--- config.mk ---
export PLATFORM = sky130hd
export DESIGN_NAME = my_bus_mem_slave
export DESIGN_NICKNAME = d
export VERILOG_FILES = /design/src/rtl/my_bus_pkg.sv /design/src/rtl/my_bus_rsp_pipe.sv /design/src/rtl/my_bus_mem_slave.sv
export SDC_FILE = /design/constraint.sdc
export NUM_CORES = 1
export LEC_CHECK = 0
export CORE_AREA = 5 5 260 262
export DETAILED_ROUTE_END_ITERATION = 10
export DIE_AREA = 0 0 265 267
export PLACE_DENSITY = 0.58
export SYNTH_ARGS = -nofsm -noshare
export SYNTH_HDL_FRONTEND = slang
export SYNTH_SLANG_ARGS = --single-unit
export TNS_END_PERCENT = 30
--- constraint.sdc ---
create_clock -name CLK -period 5.76 [get_ports CLK]
set_input_delay 1.44 -clock CLK [delete_from_list [all_inputs] [get_ports CLK]]
set_output_delay 1.44 -clock CLK [all_outputs]
set_load 0.01 [all_outputs]
--- src/rtl/my_bus_pkg.sv ---
// ============================================================================
//  Module      : my_bus_pkg
//  Description : Shared types, opcodes and address decode for the bus slave.
//  Revision    : 1.0 - initial release
// ============================================================================
`default_nettype none

package my_bus_pkg;

  localparam logic WRITE_OP = 1'b1;
  localparam logic READ_OP  = 1'b0;

  localparam int RSP_DATA_W = 32;

  typedef struct packed {
    logic                  vld;
    logic                  okay;
    logic [RSP_DATA_W-1:0] rdata;
  } rsp_t;

  typedef struct packed {
    logic        legal;
    logic [31:0] idx;
  } dec_t;

  // Offset wraps in addr_w bits; the access is legal only when it lands on an
  // aligned word inside the array.
  function automatic dec_t addr_decode(input logic [63:0] addr,
                                       input logic [63:0] base,
                                       input int          addr_w,
                                       input int          lsb,
                                       input int          depth);
    logic [63:0] mask;
    logic [63:0] off;
    dec_t        d;
    mask    = (addr_w >= 64) ? '1 : ((64'd1 << addr_w) - 64'd1);
    off     = (addr - base) & mask;
    d.idx   = off[31+lsb -: 32];
    d.legal = (addr >= base) &&
              ((off & ((64'd1 << lsb) - 64'd1)) == 64'd0) &&
              ((off >> lsb) < 64'(depth));
    return d;
  endfunction

endpackage

`default_nettype wire

--- src/rtl/my_bus_rsp_pipe.sv ---
// ============================================================================
//  Module      : my_bus_rsp_pipe
//  Description : RSP_LAT-stage shift register of {vld, okay, rdata}.
//  Revision    : 1.0 - initial release
// ============================================================================
`default_nettype none

module my_bus_rsp_pipe #(
  parameter int RSP_LAT = 1,
  parameter int DATA_W  = 32
) (
  input  logic              clk,
  input  logic              rst,
  input  logic              i_vld,
  input  logic              i_okay,
  input  logic [DATA_W-1:0] i_rdata,
  output logic              o_vld,
  output logic              o_okay,
  output logic [DATA_W-1:0] o_rdata
);

  logic [DATA_W+1:0] r_stage [RSP_LAT];

  always_ff @(posedge clk) begin
    if (rst) begin
      for (int s = 0; s < RSP_LAT; s++) r_stage[s] <= '0;
    end else begin
      r_stage[0] <= {i_vld, i_okay, i_rdata};
      for (int s = 1; s < RSP_LAT; s++) r_stage[s] <= r_stage[s-1];
    end
  end

  assign {o_vld, o_okay, o_rdata} = r_stage[RSP_LAT-1];

endmodule

`default_nettype wire

--- src/rtl/my_bus_mem_slave.sv ---
// ============================================================================
//  Module      : my_bus_mem_slave
//  Description : Memory-backed bus slave with byte strobes, error responses
//                and configurable response latency.
//  Revision    : 1.0 - initial release
// ============================================================================
`default_nettype none

module my_bus_mem_slave #(
  parameter int                ADDR_W    = 32,
  parameter int                DATA_W    = 32,
  parameter int                DEPTH     = 16,
  parameter logic [ADDR_W-1:0] BASE_ADDR = 'h1000,
  parameter int                RSP_LAT   = 1
) (
  input  logic                CLK,
  input  logic                RST,
  input  logic                SEL,
  input  logic                WRITE,
  input  logic [ADDR_W-1:0]   ADDR,
  input  logic [DATA_W-1:0]   WDATA,
  input  logic [DATA_W/8-1:0] STRB,
  output logic                RSP_VLD,
  output logic [DATA_W-1:0]   RDATA,
  output logic                OKAY
);

  import my_bus_pkg::*;

  localparam int c_NB    = DATA_W / 8;
  localparam int c_LSB   = $clog2(c_NB);
  localparam int c_IDX_W = $clog2(DEPTH);

  logic [DATA_W-1:0]  r_mem [DEPTH];
  dec_t               w_dec;
  logic               w_legal;
  logic [c_IDX_W-1:0] w_idx;
  logic               w_ok;
  logic [DATA_W-1:0]  w_rdata;

  always_comb begin
    w_dec   = addr_decode(64'(ADDR), 64'(BASE_ADDR), ADDR_W, c_LSB, DEPTH);
    w_idx   = w_dec.idx[c_IDX_W-1:0];
    w_legal = w_dec.legal && ((w_dec.idx >> c_IDX_W) == 32'd0);
    w_ok    = SEL && w_legal;
    // Read data is sampled before this edge's write lands: snapshot semantics.
    w_rdata = (w_ok && (WRITE == READ_OP)) ? r_mem[w_idx] : '0;
  end

  always_ff @(posedge CLK) begin
    if (RST) begin
      for (int w = 0; w < DEPTH; w++) r_mem[w] <= '0;
    end else if (w_ok && (WRITE == WRITE_OP)) begin
      for (int b = 0; b < c_NB; b++) begin
        if (STRB[b]) r_mem[w_idx][8*b +: 8] <= WDATA[8*b +: 8];
      end
    end
  end

  my_bus_rsp_pipe #(
    .RSP_LAT (RSP_LAT),
    .DATA_W  (DATA_W)
  ) u_rsp_pipe (
    .clk     (CLK),
    .rst     (RST),
    .i_vld   (SEL),
    .i_okay  (w_ok),
    .i_rdata (w_rdata),
    .o_vld   (RSP_VLD),
    .o_okay  (OKAY),
    .o_rdata (RDATA)
  );

endmodule

`default_nettype wire

==> flow_metrics.tcl <==
set metrics [dict create \
    worstSetupEndpointType "register" \
    via_per_inst 5.65 \
    yosys.area_share.simple_pct 12.6 \
    placed_area_um2 25700 \
    synth.mux.area_fraction_pct 12.1 \
    final_common_cell "edfxtp_1" \
    combPwrFrac_pct 7.0 \
    rows 94 \
    vias 15100 \
    r2r_cells 3 \
    tightest_slew_ns 1.15 \
    syn_area_um2 23800 \
    slew_viol_final 0 \
    core_area_um2 65200 \
    whs_ns 0.769 \
    cts_sinks 546 \
    syn_avg_cell_area_um2 14.0 \
    cpMaxStageDelayCell "and4_2" \
    p_switching_mw 2.00 \
    crit_end "r_mem[3][8]" \
    fin_crit_ns 3.88 \
    crit_required_ns 6.02 \
    layout_common_cells "edfxtp_1 (512), nor2_1 (454), mux4_2 (128), nand2_1 (126), clkdlybuf4s50_1 (102)" \
    gp_congestion 0.845 \
    r2r-start "r_mem[11][19]" \
    cts_tree "yes" \
    boundaryPins 106 \
    powerDensity_nw_per_um2 325 \
    seq_power_share_pct 51.0 \
    grt_max_degree 105 \
    syn2layout_area_growth_pct 15.6 \
    grt_overflow_total 0 \
    portBuffers 105 \
    finalHoldViolCount 0 \
    dp_hpwl_um 43200 \
    drt-pass1-iter-count 6 \
    grt_setup_unrepaired "no" \
    syn_inst 1701 \
    clock.fmax_mhz 258 \
    power.internal_mw 6.94 \
    relSlewSlack_pct 22.9 \
    antenna_cells 0 \
    yosysUniqueCellTypes 33 \
    async_reset_ff_share_pct 0 \
    switching_share_pct 22.4 \
    tns_ns 0 \
    cp_top_family "buffers and inverters" \
    final_core_util_pct 42.3 \
    ys_ff_latch 546 \
    clk_latency_ns 0.62 \
    die_area_um2 70800 \
    drc_errors 0 \
    min_period_over_period_pct 67.4 \
    antenna_found_initial 0 \
    ant_nets 0 \
    synth_top_family_by_area "simple AND/OR/NAND/NOR gates" \
    design_area_um2 27600 \
    wl_per_cell_um 25.6 \
    track_usage_pct 18.9 \
    critical_path_class "input pin to register" \
    numCtsBuffers 56 \
    max_stage_delay_ns 0.52 \
    synth_compound_area_share_pct 5.14 \
    max_cap_violations 0 \
    synth_warnings 0 \
    die_x_um 265 \
    cp_num_cells 7 \
    synth_edf_count 512 \
    ir_drop_mv 0.250 \
    final_nets 1833 \
    start_kind "input pin" \
    setup.worst_path.start "ADDR[12]" \
    ctsLongestPathBuffers 3 \
    start_util_pct 36.6 \
    die_h_um 267 \
    wl_um 68300 \
    root_buffer "clkbuf_16" \
    cp.arrival_ns 4.14 \
    leakage_nw 8.42 \
    synth_xor_area_share_pct 0.0367 \
    layout-drive-gt1-share_pct 18.0 \
    ys_seq_area_share_pct 67.3 \
    h-tree-depth 2 \
    p_clk_share_pct 42.1 \
    path_buf_inv 3 \
    drt_iter0_drc 1653 \
    rr_endpoint "u_rsp_pipe.r_stage[0][19]" \
    finalSetupViolCount 0 \
    syn_nets 1773 \
    grt_pass1_wl_um 101000 \
    crit_chain "clkdlybuf4s50_1 -> nor4b_1 -> and4_2 -> nand3_2 -> inv_2 -> buf_4 -> a41o_1" \
    preCtsSetupSlack_ns 1.26 \
    synth_top_flop_cell "edfxtp_1" \
    hp-class "register to register" \
    grt_pass1_vias 15700 \
    cts_setup_buffers 0 \
    clkTransAtPathRegs_ns 0.06 \
    fin_worst_skew_ns 0.0125 \
    cts_resized 0 \
    fin_ws_ns 1.88 \
    rrSetupSlack_ns 4.22 \
    status "finished clean" \
    cts_hold_buf 0 \
    yosys.area_share.adder_pct 0 \
    critPathMaxFanout 25 \
]
registers in the layout, indices dropped and copies added, names as in the netlist:
name	cells
r_mem	512
u_rsp_pipe.r_stage	34
layer usage:
metal	track usage [%]	share of wire (%)	wire (um)
met4	5.48	2.7	1830
met3	4.04	9.1	6180
met2	31.2	48	32900
met5	0	0	0
met1	25.6	40	27400
cells in the mapped netlist (18+ instances only):
library cell / count / area [um^2]
a21oi_1: 32 / 160
a22oi_1: 64 / 480
a31o_2: 45 / 394
a41o_1: 19 / 190
buf_2: 27 / 135
buf_4: 18 / 135
clkbuf_1: 87 / 327
dfxtp_1: 34 / 681
edfxtp_1: 512 / 15400
mux4_2: 128 / 2880
nand2_1: 126 / 473
nand3_1: 24 / 120
nor2_1: 455 / 1710
nor3_1: 74 / 370
how the worst min path moves through the flow:
stage,start,endpoint,depth (start not counted)
floorplan,r_mem[2][0],u_rsp_pipe.r_stage[0][0],3
global placement,r_mem[3][12],u_rsp_pipe.r_stage[0][12],3
detailed placement,r_mem[4][19],u_rsp_pipe.r_stage[0][19],3
CTS,r_mem[6][19],u_rsp_pipe.r_stage[0][19],3
global route,r_mem[6][25],u_rsp_pipe.r_stage[0][25],3
finish,r_mem[0][12],u_rsp_pipe.r_stage[0][12],3
worst register-to-register path, stage by stage (launching register included):
cell and delay, ns:
edfxtp_1 0.37, mux4_2 0.50, a22oi_1 0.42, a21oi_1 0.12
kinds of logic (layout without fill, tap and decap cells):
family / count (synthesis) / in the layout
AOI/OAI and AO/OA: 160 / 160
xor gates and xnor gates: 1 / 1
buffers and inverters: 146 / 250
DFF: 546 / 546
muxes: 128 / 128
and+or+nand+nor: 720 / 720
power groups by stage:
stage | Sequential, mW | Clock (mW) | Combinational, mW
2_1_floorplan | 4.61 | 0 | 0.380
3_3_place_gp | 4.64 | 0 | 0.621
3_5_place_dp | 4.65 | 0 | 0.623
4_1_cts | 4.56 | 3.81 | 0.625
5_1_grt | 4.57 | 3.96 | 0.657
6_report | 4.56 | 3.76 | 0.625
cell type report:
cell class                 count  area (um^2)
clock inverter                43          467
inverter                       1         3.75
timing repair buffer         147         1380
tap                          864         1080
sequential                   546        16100
multi-input combinational   1009         7160
clock buffer                  59         1420
fill                        5966        37600
metrics by stage:
step                cells  power, mW
CTS                  2669       8.99
floorplan            1701       5.00
global route         2669       9.20
finish               2669       8.95
detailed placement   2567       5.27
global placement     2567       5.26
No activity file was read; power rests on OpenSTA's default activity.
